File: src/rtl/dmem_arb_pkg.sv
// -----------------------------------------------------------------------------
// dmem_arb_pkg
// Shared definitions for the two-port data-memory arbiter.
//   state_e  : sequencer states (ST_IDLE, ST_ACCESS)
//   PORT_CPU : port ID of the CPU load/store unit (port 0)
//   PORT_LDR : port ID of the debug/program loader (port 1)
// -----------------------------------------------------------------------------
package dmem_arb_pkg;

  typedef enum logic {
    ST_IDLE   = 1'b0,
    ST_ACCESS = 1'b1
  } state_e;

  localparam logic PORT_CPU = 1'b0;
  localparam logic PORT_LDR = 1'b1;

endpackage

File: src/rtl/dmem_arbiter_rr_arb2.sv
// -----------------------------------------------------------------------------
// rr_arb2
// Two-requester arbiter producing a one-hot winner.
// Build option: DMEM_ARB_FIXED_PRIO_EN selects fixed priority (port 0 always
// wins contention, no last-winner input); otherwise round-robin on last_win.
// Ports:
//   req0, req1 : requests from port 0 / port 1
//   last_win   : port ID of the previous grant (round-robin build only)
//   en         : arbitration enable; no winner while low
//   win        : one-hot winner, bit 0 = port 0, bit 1 = port 1
// -----------------------------------------------------------------------------
module rr_arb2
  import dmem_arb_pkg::*;
(
  input  logic       req0,
  input  logic       req1,
`ifndef DMEM_ARB_FIXED_PRIO_EN
  input  logic       last_win,
`endif
  input  logic       en,
  output logic [1:0] win
);

  // Winner selection; a lone requester always wins.
  always_comb begin
    win = 2'b00;
    if (!en) begin
      win = 2'b00;
    end else if (req0 && req1) begin
`ifdef DMEM_ARB_FIXED_PRIO_EN
      win = 2'b01;
`else
      // Contention goes to the port that did not win last.
      win = (last_win == PORT_LDR) ? 2'b01 : 2'b10;
`endif
    end else if (req0) begin
      win = 2'b01;
    end else if (req1) begin
      win = 2'b10;
    end else begin
      win = 2'b00;
    end
  end

endmodule

File: src/rtl/dmem_arbiter.sv
// -----------------------------------------------------------------------------
// dmem_arbiter
// Shares a single-port data memory (sync write, async read) between the CPU
// (port 0) and the program loader (port 1). One command is latched at a time,
// driven to the memory for exactly one cycle, and read data is returned in a
// per-port register with a one-cycle valid pulse.
// Build option: DMEM_ARB_FIXED_PRIO_EN -> fixed priority (port 0 wins);
// default -> round-robin arbitration.
// Ports:
//   clk, rst_n             : clock, synchronous active-low reset
//   reqN/weN/addrN/wdataN  : request, write enable, address, write data
//   gntN                   : one-cycle accept pulse
//   rvalidN / rdataN       : read-valid pulse / registered read data
//   mem_read, mem_write    : memory enables (0 outside the access cycle)
//   mem_addr, mem_wdata    : memory address / write data (0 outside access)
//   mem_rdata              : combinational memory read data
// -----------------------------------------------------------------------------
module dmem_arbiter
  import dmem_arb_pkg::*;
#(
  parameter int ADDR_WIDTH = 4,
  parameter int DATA_WIDTH = 16
) (
  input  logic                  clk,
  input  logic                  rst_n,
  input  logic                  req0,
  input  logic                  we0,
  input  logic [ADDR_WIDTH-1:0] addr0,
  input  logic [DATA_WIDTH-1:0] wdata0,
  input  logic                  req1,
  input  logic                  we1,
  input  logic [ADDR_WIDTH-1:0] addr1,
  input  logic [DATA_WIDTH-1:0] wdata1,
  output logic                  gnt0,
  output logic                  gnt1,
  output logic                  rvalid0,
  output logic                  rvalid1,
  output logic [DATA_WIDTH-1:0] rdata0,
  output logic [DATA_WIDTH-1:0] rdata1,
  output logic                  mem_read,
  output logic                  mem_write,
  output logic [ADDR_WIDTH-1:0] mem_addr,
  output logic [DATA_WIDTH-1:0] mem_wdata,
  input  logic [DATA_WIDTH-1:0] mem_rdata
);

  state_e                state_q, state_d;
  logic                  cmd_we_q, cmd_we_d;
  logic [ADDR_WIDTH-1:0] cmd_addr_q, cmd_addr_d;
  logic [DATA_WIDTH-1:0] cmd_wdata_q, cmd_wdata_d;
  logic                  cmd_id_q, cmd_id_d;
  logic                  gnt0_q, gnt0_d, gnt1_q, gnt1_d;
  logic                  rvalid0_q, rvalid0_d, rvalid1_q, rvalid1_d;
  logic [DATA_WIDTH-1:0] rdata0_q, rdata0_d, rdata1_q, rdata1_d;
  logic [1:0]            win;
`ifndef DMEM_ARB_FIXED_PRIO_EN
  logic                  last_q, last_d;
`endif

  rr_arb2 u_arb (
    .req0     (req0),
    .req1     (req1),
`ifndef DMEM_ARB_FIXED_PRIO_EN
    .last_win (last_q),
`endif
    .en       (state_q == ST_IDLE),
    .win      (win)
  );

  // Next-state, command latch, grant and read-return logic.
  always_comb begin
    state_d     = state_q;
    cmd_we_d    = cmd_we_q;
    cmd_addr_d  = cmd_addr_q;
    cmd_wdata_d = cmd_wdata_q;
    cmd_id_d    = cmd_id_q;
    gnt0_d      = 1'b0;
    gnt1_d      = 1'b0;
    rvalid0_d   = 1'b0;
    rvalid1_d   = 1'b0;
    rdata0_d    = rdata0_q;
    rdata1_d    = rdata1_q;
`ifndef DMEM_ARB_FIXED_PRIO_EN
    last_d      = last_q;
`endif
    case (state_q)
      ST_IDLE: begin
        if (win[0]) begin
          cmd_we_d    = we0;
          cmd_addr_d  = addr0;
          cmd_wdata_d = wdata0;
          cmd_id_d    = PORT_CPU;
          gnt0_d      = 1'b1;
          state_d     = ST_ACCESS;
`ifndef DMEM_ARB_FIXED_PRIO_EN
          last_d      = PORT_CPU;
`endif
        end else if (win[1]) begin
          cmd_we_d    = we1;
          cmd_addr_d  = addr1;
          cmd_wdata_d = wdata1;
          cmd_id_d    = PORT_LDR;
          gnt1_d      = 1'b1;
          state_d     = ST_ACCESS;
`ifndef DMEM_ARB_FIXED_PRIO_EN
          last_d      = PORT_LDR;
`endif
        end else begin
          state_d = ST_IDLE;
        end
      end
      ST_ACCESS: begin
        // Requests are ignored here; the access always lasts one cycle.
        state_d = ST_IDLE;
        if (!cmd_we_q) begin
          if (cmd_id_q == PORT_CPU) begin
            rdata0_d  = mem_rdata;
            rvalid0_d = 1'b1;
          end else begin
            rdata1_d  = mem_rdata;
            rvalid1_d = 1'b1;
          end
        end else begin
          rvalid0_d = 1'b0;
          rvalid1_d = 1'b0;
        end
      end
      default: begin
        state_d = ST_IDLE;
      end
    endcase
  end

  // State and command registers with synchronous active-low reset.
  always_ff @(posedge clk) begin
    if (!rst_n) begin
      state_q     <= ST_IDLE;
      cmd_we_q    <= 1'b0;
      cmd_addr_q  <= '0;
      cmd_wdata_q <= '0;
      cmd_id_q    <= 1'b0;
      gnt0_q      <= 1'b0;
      gnt1_q      <= 1'b0;
      rvalid0_q   <= 1'b0;
      rvalid1_q   <= 1'b0;
      rdata0_q    <= '0;
      rdata1_q    <= '0;
`ifndef DMEM_ARB_FIXED_PRIO_EN
      last_q      <= PORT_LDR;
`endif
    end else begin
      state_q     <= state_d;
      cmd_we_q    <= cmd_we_d;
      cmd_addr_q  <= cmd_addr_d;
      cmd_wdata_q <= cmd_wdata_d;
      cmd_id_q    <= cmd_id_d;
      gnt0_q      <= gnt0_d;
      gnt1_q      <= gnt1_d;
      rvalid0_q   <= rvalid0_d;
      rvalid1_q   <= rvalid1_d;
      rdata0_q    <= rdata0_d;
      rdata1_q    <= rdata1_d;
`ifndef DMEM_ARB_FIXED_PRIO_EN
      last_q      <= last_d;
`endif
    end
  end

  // Memory drive: only during ACCESS; the write enable is gated by rst_n so a
  // reset landing on the access cycle cannot commit the write.
  always_comb begin
    mem_read  = 1'b0;
    mem_write = 1'b0;
    mem_addr  = '0;
    mem_wdata = '0;
    if (state_q == ST_ACCESS) begin
      mem_read  = ~cmd_we_q;
      mem_write = cmd_we_q & rst_n;
      mem_addr  = cmd_addr_q;
      mem_wdata = cmd_wdata_q;
    end else begin
      mem_read  = 1'b0;
      mem_write = 1'b0;
    end
  end

  assign gnt0    = gnt0_q;
  assign gnt1    = gnt1_q;
  assign rvalid0 = rvalid0_q;
  assign rvalid1 = rvalid1_q;
  assign rdata0  = rdata0_q;
  assign rdata1  = rdata1_q;

endmodule

File: config.mk
export PLATFORM = sky130hd
export DESIGN_NAME = dmem_arbiter
export DESIGN_NICKNAME = d
export VERILOG_FILES = /design/src/rtl/dmem_arb_pkg.sv /design/src/rtl/dmem_arbiter_rr_arb2.sv /design/src/rtl/dmem_arbiter.sv
export SDC_FILE = /design/constraint.sdc
export NUM_CORES = 1
export LEC_CHECK = 0
export ABC_CLOCK_PERIOD_IN_PS = 1400
export CAP_MARGIN = 20
export CORE_MARGIN = 1
export CORE_UTILIZATION = 41
export CTS_BUF_LIST = sky130_fd_sc_hd__clkbuf_4 sky130_fd_sc_hd__clkbuf_8 sky130_fd_sc_hd__clkbuf_16
export DETAILED_ROUTE_END_ITERATION = 8
export PLACE_DENSITY = 0.79
export SLEW_MARGIN = 20
export SYNTH_ARGS = -nofsm -noshare
export SYNTH_HDL_FRONTEND = slang
export SYNTH_SLANG_ARGS = --single-unit
File: constraint.sdc
create_clock -name clk -period 1.4 [get_ports clk]
set_input_delay 0.21 -clock clk [delete_from_list [all_inputs] [get_ports clk]]
set_output_delay 0.21 -clock clk [all_outputs]
set_load 0.005 [all_outputs]
# Word level (Yosys, flattened, before mapping)

Cells that the tools add are included.

Bits in registers: 60
Latch bits: 0
Memory bits (writable): 0
ROM bits: 0
Memories kept: 0

$add $sub $neg: 0
Multiply operators: 0
Divide/modulo/power cells: 0
Order comparisons: 0
Eq/ne operators: 0
Shift-type cells: 0
Muxes and demuxes: 23
Bitwise operators: 5
Reduce and logical (&&, ||, !) cells: 8

Operators by type and width:

| cell                | number |
|---|---|
| $mux W16            | 3 |
| $mux W4             | 3 |
| $mux W1             | 11 |
| $mux W2             | 5 |
| $reduce_and A3 Y1   | 2 |
| $reduce_or A3 Y1    | 2 |
| $not A1 Y1          | 4 |
| $pmux W1 S2         | 1 |
| $reduce_and A2 Y1   | 1 |
| $reduce_bool A2 Y1  | 1 |
| $reduce_or A2 Y1    | 1 |
| $and A1 B1 Y1       | 1 |
| $logic_and A1 B1 Y1 | 1 |

# Logic depth before layout (Yosys ltp)

Gate-level depths: netlist (run 1).

Depth after elaboration: 7
Gate-level depth with buffers: 5
Mapped depth without buffers: 3

# Modules after synthesis

Synthesis (run 1) repeated with hierarchy kept, for this count alone.

Cell total of the unflattened synthesis: 292
Area total of the unflattened synthesis: 2641.3 µm²

By module, submodules not included:

| module       | instances | cells an instance | area an instance (µm²) |
|---|---|---|---|
| dmem_arbiter | 1         | 287               | 2620.0 |
| rr_arb2      | 1         | 5                 | 21.3 |

# Worst setup path before layout (run 1)

Ideal clock, no wire load.

Path kind: reg2reg
Start: reg state_q
End: reg rdata0_q[12] (netlist: rdata0[12])
Data arrival time: 1.110 ns
Required time: 1.268 ns
Setup slack: 0.158 ns
Cell stages (with the launch flop): 6
Buffers on the path: 2
Clock period less this slack: 1.242 ns
Cell sequence: dfxtp_1 or3b_1 buf_2 buf_2 nand2_1 a21oi_1

Longest elaborated chain between the ends: 1

RTL lines:

| what                        | RTL line            | source |
|---|---|---|
| from (decl)                 | dmem_arbiter.sv:47  | `state_e state_q, state_d;` |
| from (signal assigned)      | dmem_arbiter.sv:152 | `state_q <= state_d;` |
| $reduce_and A3 Y1 (no line) | --                  |  |
| to (signal assigned)        | dmem_arbiter.sv:161 | `rdata0_q <= rdata0_d;` |
| to (decl)                   | dmem_arbiter.sv:54  | `logic [DATA_WIDTH-1:0] rdata0_q, rdata0_d, rdata1_q, rdata1_d;` |

No other way between the ends.
A chain may end at the register's enable or synchronous reset.

# Worst setup path after layout (run 1)

Start: reg state_q
End: reg cmd_wdata_q[1]

Longest elaborated chain between the ends: 3
Elaborated cells between the ends (all ways): 5
Classes of those cells: 2 x mux; 1 x bitwise; 2 x reduce/logical

RTL lines:

| what                         | RTL line                   | source |
|---|---|---|
| $mux W2                      | dmem_arbiter_rr_arb2.sv:27 | `if (!en) begin` |
| $reduce_bool A2 Y1 (no line) | --                         |  |
| $reduce_and A2 Y1 (no line)  | --                         |  |
| to (signal assigned)         | dmem_arbiter.sv:155        | `cmd_wdata_q <= cmd_wdata_d;` |
| to (decl)                    | dmem_arbiter.sv:50         | `logic [DATA_WIDTH-1:0] cmd_wdata_q, cmd_wdata_d;` |

Parallel ways exist; a longest one is shown, timed or not.

==> metrics.txt, run 1 <==
required time of the critical path=1.66 ns; FMAX=669.4 MHz; die area=6617 sq um; syn_nets=between 300 and 400; DIE WIDTH=81.35 um; crit-path max FO=9; unrepaired setup endpoints after global routing=yes; Most used DFF post-synth=dfxtp_1; routed len/inst=around 15 um; final WL=slightly above 8000 um; Critical Path Sink Type=flip-flop; register area share after synthesis=46.53%; Leak Pwr=2.108 nW; I/O pins=120; worst-path cell chain=buf_12 > buf_6 > nand2b_4 > or2_4 > clkbuf_16 > a211oi_2; final-report setup violation count=26; post-route ant nets=0; initial antenna violation count=0; die height=81.35 um; iteration-0 DRC count of the detailed router=between 90 and 100; number of global-route vias before repair=2,708; synth-to-layout area growth=71.30%; post-synth top area cell=dfxtp_1; Slew @ Worst Pin=~0.33 ns; CTS Sinks=60; pin count of the biggest net entering global routing=37; # hold bufs at CTS=0; Post-synth EDFFs=0; largest stage delay on the critical path=0.36 ns; port bufs=119; clock latency on the worst-skew pair=0.34 ns; Clock Pin Slew Worst Setup and Hold Paths=0.07 ns; Nets=502; DP Wirelength=around 5000 um; core area=5991 sq um; share of the synthesized area in the top cell type=46.53%; DR vias/cell=5.290; maximum vdd drop=0.5767 mV; status=finished, violations left; Min-Delay Path Class=in -> reg; Max Cap Viol=0; Yosys Warn Count=0; Final Skew=0.009060 ns; fin crit period=around 1.5 ns; Row Count=28; WP data arrival=about 1.8 ns; violated checks=setup timing; most frequent cells in the layout=nand2_1 (65), clkdlybuf4s50_1 (64), dfxtp_1 (52); critical path launch point type=flip-flop; H-Tree Depth=3; Cell variety after synth=27; CTS Root Cell=clkbuf_8; Slew Limit Headroom=78.16%; Synth Cell Area=2581 sq um; Core Util, Final=between 70% and 80%; detailed-route via count=2,751; cts bufs inserted=9; clk buf depth=2; Fin. Hold Viols=0; CTS tree=done; Initial Utilization=43.09%; global-route wire length before repair=12,270 um; worst setup path class=reg -> reg; Antenna Cells=0; asr flop ratio synth=0%; setup TNS=-0.9163 ns; Post-route DRC=0; synthesized area per cell=8.353 sq um; Max Slew Vio Count=0; most common cell after layout, fill and taps aside=nand2_1; Final period util=106.7%; power per cell area=1037 nW/um^2; Design Power=4.587 mW; top cells by area, synth=dfxtp_1 (47%), nand2_1 (9.5%), a211oi_2 (8.7%); Worst path slowest cell=dfxtp_4; final hold slack=about 0.44 ns; GPL Wtd Cong=0.7741; cells after synthesis=309; worst setup margin=-0.09377 ns; total gr overflow=0; gr usage total=between 20 and 25%; DRT Pass-1 Iters=4; #FFs+latches synth=60; share of layout cells above drive strength 1=a little over a quarter
[worst paths after layout]
| check | end | startpoint | slack [ns] | cells past startpoint |
|---|---|---|---|---|
| max reg2reg | cmd_wdata_q[1] | state_q | -0.09 | 6 |
| min reg2reg | rdata1[3] | rdata1[3] | 0.45 | 2 |
| max | cmd_wdata_q[1] | state_q | -0.09 | 6 |
| min | rdata0[7] | mem_rdata[7] | 0.44 | 3 |
[layer usage]
metal | track usage [%] | up-vias | wire [um]
met5 | 0 | - | 0
met4 | 13.39 | 0 | 167
met3 | 7.753 | 18 | 728
met2 | 40.33 | 133 | 3819
met1 | 28.47 | 1274 | 3333
li1 | - | 1326 | -
[synth_stat cells, types with 3 or more instances]
library cell,instances
a211oi_1,3
dfxtp_1,60
nand2_1,65
a21oi_1,34
buf_2,6
nor2_1,4
clkbuf_1,14
buf_6,3
nor3_1,42
a211oi_2,18
and2_1,20
o21ai_0,21
[worst max-delay path, delay by kind of cell, from the launching register on]
kind            cells  cell delay (ns)
buf+inv             3             0.43
simple gates        2             0.42
flops               1             0.36
compound gates      1             0.20
[final cells by class]
class,instances,area (sq um)
sequential,60,1214
multi-input combinational,221,1311
inverter,1,3.754
clock inverter,6,65.06
fill,426,1569
timing repair buffer,147,1603
clock buffer,10,131.4
tap,75,93.84
[where the power goes]
part	internal (mW)	switching (mW)
Combinational	0.634	0.467
Clock	0.841	0.729
Sequential	1.84	0.0760
[registers in the layout, summed over array words and instances, names as in the netlist]
| register | count |
|---|---|
| rdata1 | 16 |
| rvalid0 | 1 |
| cmd_id_q | 1 |
| cmd_addr_q | 4 |
| rvalid1 | 1 |
| cmd_we_q | 1 |
| gnt1 | 1 |
| last_q | 1 |
| gnt0 | 1 |
| state_q | 1 |
| cmd_wdata_q | 16 |
| rdata0 | 16 |
[cells by family after synthesis]
logic type,Yosys count,synth area share [%]
AO/OA/AOI/OAI,79,21.28
buffers and inverters,28,5.623
flip-flops,60,46.53
AND/OR/NAND/NOR,142,26.56
[through the flow]
stage               instance area [sq um]  worst slack [ns]  instances
floorplan                            2581            0.1576        309
global placement                     3938           -0.2324        496
detailed placement                   3938           -0.2385        496
CTS                                  4282          -0.05590        519
global route                         4422           -0.1227        520
finish                               4422          -0.09377        520
[timing repair]
action,in CTS,in global routing
resized for setup,132,45
buffers inserted,6,0
endpoints found under the setup margin,52,85
cloned,1,1
pin swaps,13,5
Note: power is estimated with default switching activity, not from simulation.
==> run 2: changes to the inputs <==
- CAP_MARGIN: 20 -> unset
==> results of run 2 <==
Same layout as run 1: the final DEF is identical, and so are final timing and power.
==> run 3: changes to the inputs <==
- CAP_MARGIN: unset -> 10
==> results of run 3 <==
Same layout as run 1: the final DEF is identical, and so are final timing and power.
==> edit 1 (flow settings as in run 3) <==
Make the reset (`rst_n`) asynchronous in one clocked block. Comments in the files are not updated.
--- a/src/rtl/dmem_arbiter.sv
+++ b/src/rtl/dmem_arbiter.sv
@@ -132,7 +132,7 @@
   end
 
   // State and command registers with synchronous active-low reset.
-  always_ff @(posedge clk) begin
+  always_ff @(posedge clk or negedge rst_n) begin
     if (!rst_n) begin
       state_q     <= ST_IDLE;
       cmd_we_q    <= 1'b0;
Check against the original RTL: differs if rst_n is asserted again (counterexample within 4 cycles, from zero or initial values and one cycle with rst_n low); with rst_n held inactive, the same outputs for 10 cycles.
==> edit 1 against run 3 <==
  * The run still ends with setup timing left
  * Final cell count fell by 7.3%
  * Sequential share of layout area rose by 1.3 points
  * Cell area rose by 18%
  * Synthesized cell count fell by 27%
  * Critical path type unchanged
  * First-iteration DRC count fell by 33%
  * Sequential cell count did not move
  * Wire length rose by 19%
  * Count of clock-buffer cells in the layout did not move
  * Largest cell class unchanged
  * Setup slack got worse by 0.15 ns
  * Fmax fell by 9.1%
  * Synthesized area rose by 5.7%
Power is not compared: it rests on default switching activity, and its combinational part moved more than twofold at a synthesized area within 25%.
==> edit 1: results (changes against run 3) <==
Parameter                              Value

Status
  Result of the run ... finished with violations
  Violated checks ... setup timing

Yosys
  Top_reg_cell synth ... sky130_fd_sc_hd__dfrtp_1
  Synth top cells by count ... 59 x sky130_fd_sc_hd__dfrtp_1, 22 x sky130_fd_sc_hd__nor2_1, 21 x sky130_fd_sc_hd__a31oi_1, 21 x sky130_fd_sc_hd__o21ai_0
  FFs w/ async S/R, synth ... 100% (+100 points)
  Leading post-synthesis cells by cell area ... sky130_fd_sc_hd__dfrtp_1 54%, sky130_fd_sc_hd__mux2_2 8.3%, sky130_fd_sc_hd__or3b_1 5.8%
  Mux cell area share after synthesis ... 14.4% (+14 points)
  Net Count, Synth ... 289 (-22%)
  Count of unique library cells instantiated by Yosys ... 26 (-3.7%)
  Sequential element share of the synthesized area ... 55.1% (+8.6 points)

Final layout
  Share of final-layout standard cells stronger than drive strength 1 ... 45.4% (+18 points)
  Number of fillers in the final layout ... 387 (-9.2%)
  Number of ordinary inverters in the final layout ... 3 (+2)
  Summed area of non-filler cells in the final layout ... 5240 µm² (+18%)
  Clock Network Area Fraction ... 4.30% (-0.14 points)
  Multi-input combinational gate total ... 155 (-30%)
  Number of non-clock buffers ... 171 (+16%)
  Final net count ... 462 (-8.0%)
  Multi-input logic area ... 1590 µm² (+21%)
  Share of the final layout cell area in sequential cells ... 28.7% (+1.3 points)

Global routing
  Met2 routing resource usage after global routing ... 44.8% (+4.5 points)
  Met1 layer usage reported by global route ... 31.0% (+2.5 points)
  Met3 usage in global routing ... 7.12% (-0.63 points)
  First-pass GRT wire length ... 13700 µm (+11%)
  Total global-route track usage ... 25.6% (+0.92 points)

Routing
  Count of vias placed by the detailed router ... 2568 (-6.7%)
  Wire length per cell ... 19.9 µm (+29%)
  DRC marker count from the first detailed-route iteration ... 62 (-33%)
  Final Routed Wirelength ... 9600 µm (+19%)
  Met3 Routed Length ... 659 µm (-9.5%)
  Met2 layer wire length in the routed design ... 5080 µm (+33%)

Hold path
  HP Class ... in2async

STA
  Final setup slack of the worst path ... -0.243 ns (-0.149 ns)
  Actual slew at the worst max-slew pin ... 0.752 ns (+0.427 ns)
  Final count of negative-setup-slack endpoints ... 77 (+200%)
  Max-Slew Margin vs Limit ... 49.9% (-28 points)
  Summed negative setup slack over all endpoints ... -11.50 ns (-10.58 ns)

Placed design
  Worst slack at placement ... -0.333 ns (-0.0942 ns)
  Placer's final routability congestion estimate ... 0.676 (-13%)
  DPL Wire Length ... 4380 µm (-13%)
  Area after detailed placement ... 4050 µm² (+2.9%)

Critical path
  Worst stage delay on the critical path ... 0.44 ns (+0.08 ns)
  Cell at the slowest stage of the critical path ... sky130_fd_sc_hd__dfrtp_2
  Endpoint arrival time on the critical path ... 1.87 ns (+0.12 ns)
  Cell family contributing the most delay on the critical path ... flip-flops
  Critical Path Fanout Max ... 8 (-1)

Die
  Tap cell instance count ... 77 (+2.7%)
## edit 1: cell count changes in the layout (fill, tap and decap cells not counted), sizes merged, moves of 20 or more
cell	run 3	this run
a211oi	21	1
a21oi	34	0
a31oi	0	21
buf	44	70
dfrtp	0	59
dfxtp	60	0
mux2	0	32
nand2	65	3
nor3	42	0
or3b	1	21
## edit 1: final timing paths
| kind | start | end | slack (ns) | cells after the start |
|---|---|---|---|---|
| max in group asynchronous | rst_n | state_q$_DFF_PN0_ | 0.83 | 2 |
| hold reg to reg | rdata0[1]$_DFFE_PN0P_ | rdata0[1]$_DFFE_PN0P_ | 0.51 | 1 |
| setup reg to reg | state_q$_DFF_PN0_ | rdata0[6]$_DFFE_PN0P_ | -0.24 | 6 |
| hold / removal | rst_n | rdata0[8]$_DFFE_PN0P_ | 0.05 | 2 |
| min in group clk | wdata1[1] | cmd_wdata_q[1]$_DFFE_PN0P_ | 0.45 | 3 |
| setup / recovery | state_q$_DFF_PN0_ | rdata0[6]$_DFFE_PN0P_ | -0.24 | 6 |
==> edit 2 (config.mk and constraints of run 3) <==
Without the edit above. Add a define of `DMEM_ARB_FIXED_PRIO_EN`.
--- a/src/rtl/dmem_arbiter_rr_arb2.sv
+++ b/src/rtl/dmem_arbiter_rr_arb2.sv
@@ -9,6 +9,8 @@
 //   en         : arbitration enable; no winner while low
 //   win        : one-hot winner, bit 0 = port 0, bit 1 = port 1
 // -----------------------------------------------------------------------------
+`define DMEM_ARB_FIXED_PRIO_EN
+
 module rr_arb2
   import dmem_arb_pkg::*;
 (
Behaviour: not the same (a bounded check fails within 4 cycles, from zero or initial values and one cycle with rst_n low).
==> edit 2 against run 3 <==
  * The flow still finishes with violations (setup timing)
  * Power is 14% lower
  * Clock power is 16% lower
  * Hold slack worse by 0.21 ns
  * Clock skew is 0.0055 ns lower
  * Sequential cell count is 1 lower
  * Cell area is 3.4% lower
  * First-iteration DRC count is 19% lower
  * Register-to-register slack better by 0.13 ns
  * Synthesized cell count is 8.1% lower
  * Wire length is 14% lower
  * Setup slack worse by 0.00080 ns
  * Synthesized area is 1.3% lower
  * Critical path type is now reg2out
==> edit 2: results (changes against run 3) <==
Parameter                              Value

Yosys
  Mux cell area share after synthesis ... 8.25% (+8.3 points)
  Compound-gate portion of the synthesized area ... 19.4% (-1.9 points)
  Count of unique library cells instantiated by Yosys ... 28 (+3.7%)
  Main combinational cell family by area after synthesis ... compound AO/OA/AOI/OAI gates
  Sequential element share of the synthesized area ... 46.4% (-0.17 points)
  Post-Syn Area per Cell ... 8.97 µm² (+7.4%)

STA
  Max-Slew Margin vs Limit ... 79.9% (+1.7 points)
  Summed negative setup slack over all endpoints ... -0.447 ns (+0.469 ns)
  Final count of negative-setup-slack endpoints ... 9 (-65%)
  Final setup slack of the worst path ... -0.0946 ns (-0.000798 ns)
  Setup clock skew after layout ... 0.00354 ns (-0.00552 ns)

Routing
  Final Routed Wirelength ... 6900 µm (-14%)
  Routed vias/inst ... 5.09 (-3.9%)
  Met2 layer wire length in the routed design ... 3300 µm (-14%)
  Met3 Routed Length ... 662 µm (-9.1%)
  Length of routed wiring on met1 ... 2880 µm (-14%)

Placed design
  # placed instances ... 463 (-6.7%)
  Placer's final routability congestion estimate ... 0.719 (-7.2%)
  Worst slack at placement ... -0.0933 ns (+0.145 ns)
  Area after detailed placement ... 3850 µm² (-2.1%)

Global routing
  Met1 layer usage reported by global route ... 23.8% (-4.7 points)
  Via count of the first global-routing pass ... 2186 (-19%)
  First-pass GRT wire length ... 10100 µm (-18%)
  Total global-route track usage ... 20.6% (-4.1 points)
  Met3 usage in global routing ... 8.20% (+0.45 points)
  Met2 routing resource usage after global routing ... 32.9% (-7.5 points)

Critical path
  Critical Path Fanout Max ... 5 (-4)
  Endpoint arrival time on the critical path ... 1.28 ns (-0.47 ns)

Power
  Leakage power of the design ... 2.21 nW (+4.8%)
  Switching share of total power ... 24.9% (-2.9 points)
  Logic pwr share ... 19.7% (-4.3 points)

Status
  Violated checks ... setup timing
  Result of the run ... finished with violations

Clock tree
  Latest clock arrival within the worst-skew pair ... 0.32 ns (-0.02 ns)

Final layout
  Final net count ... 471 (-6.2%)
==> edit 2: changes by cell type after synthesis, sizes merged, moves of 4 or more <==
cell | before | now
a211oi | 21 | 1
a21oi | 34 | 1
buf | 11 | 18
clkbuf | 16 | 12
inv | 0 | 4
mux2i | 0 | 21
nand2 | 65 | 32
nand3 | 0 | 32
nor3 | 42 | 1
o211ai | 0 | 20
o21ai | 21 | 53
==> edit 2: final cells by class <==
type | instances | area (µm²)
timing repair buffer | 143 | 1560
sequential | 59 | 1190
clock inverter | 3 | 15.0
clock buffer | 12 | 153
inverter | 4 | 17.5
fill | 470 | 1690
tap | 75 | 93.8
multi-input combinational | 192 | 1240
==> edit 2: final timing paths <==
kind                                  endpoint  cells after the start                     from  slack [ns]
hold / removal              rvalid0$_SDFF_PP0_                      3                    rst_n        0.23
hold reg to reg        rdata1[12]$_SDFFE_PN0P_                      2  rdata1[12]$_SDFFE_PN0P_        0.45
setup reg to reg  cmd_wdata_q[14]$_SDFFE_PN0P_                      4       state_q$_SDFF_PP0_        0.04
setup / recovery                 mem_wdata[15]                      5       state_q$_SDFF_PP0_       -0.09
==> edit 2: timing repair <==
| action | in CTS | in global routing |
|---|---|---|
| endpoints found under the setup margin | 40 | 86 |
| gates resized for setup | 107 | 49 |
| gates cloned | 1 | 2 |
| setup buffers | 7 | 0 |
| pin swaps | 11 | 3 |
==> edit 2: worst register-to-register path: stages (launching register included) <==
cell	delay (ns)
sky130_fd_sc_hd__dfxtp_4	0.37
sky130_fd_sc_hd__buf_4	0.15
sky130_fd_sc_hd__buf_16	0.14
sky130_fd_sc_hd__or3_4	0.45
sky130_fd_sc_hd__o21ai_1	0.17
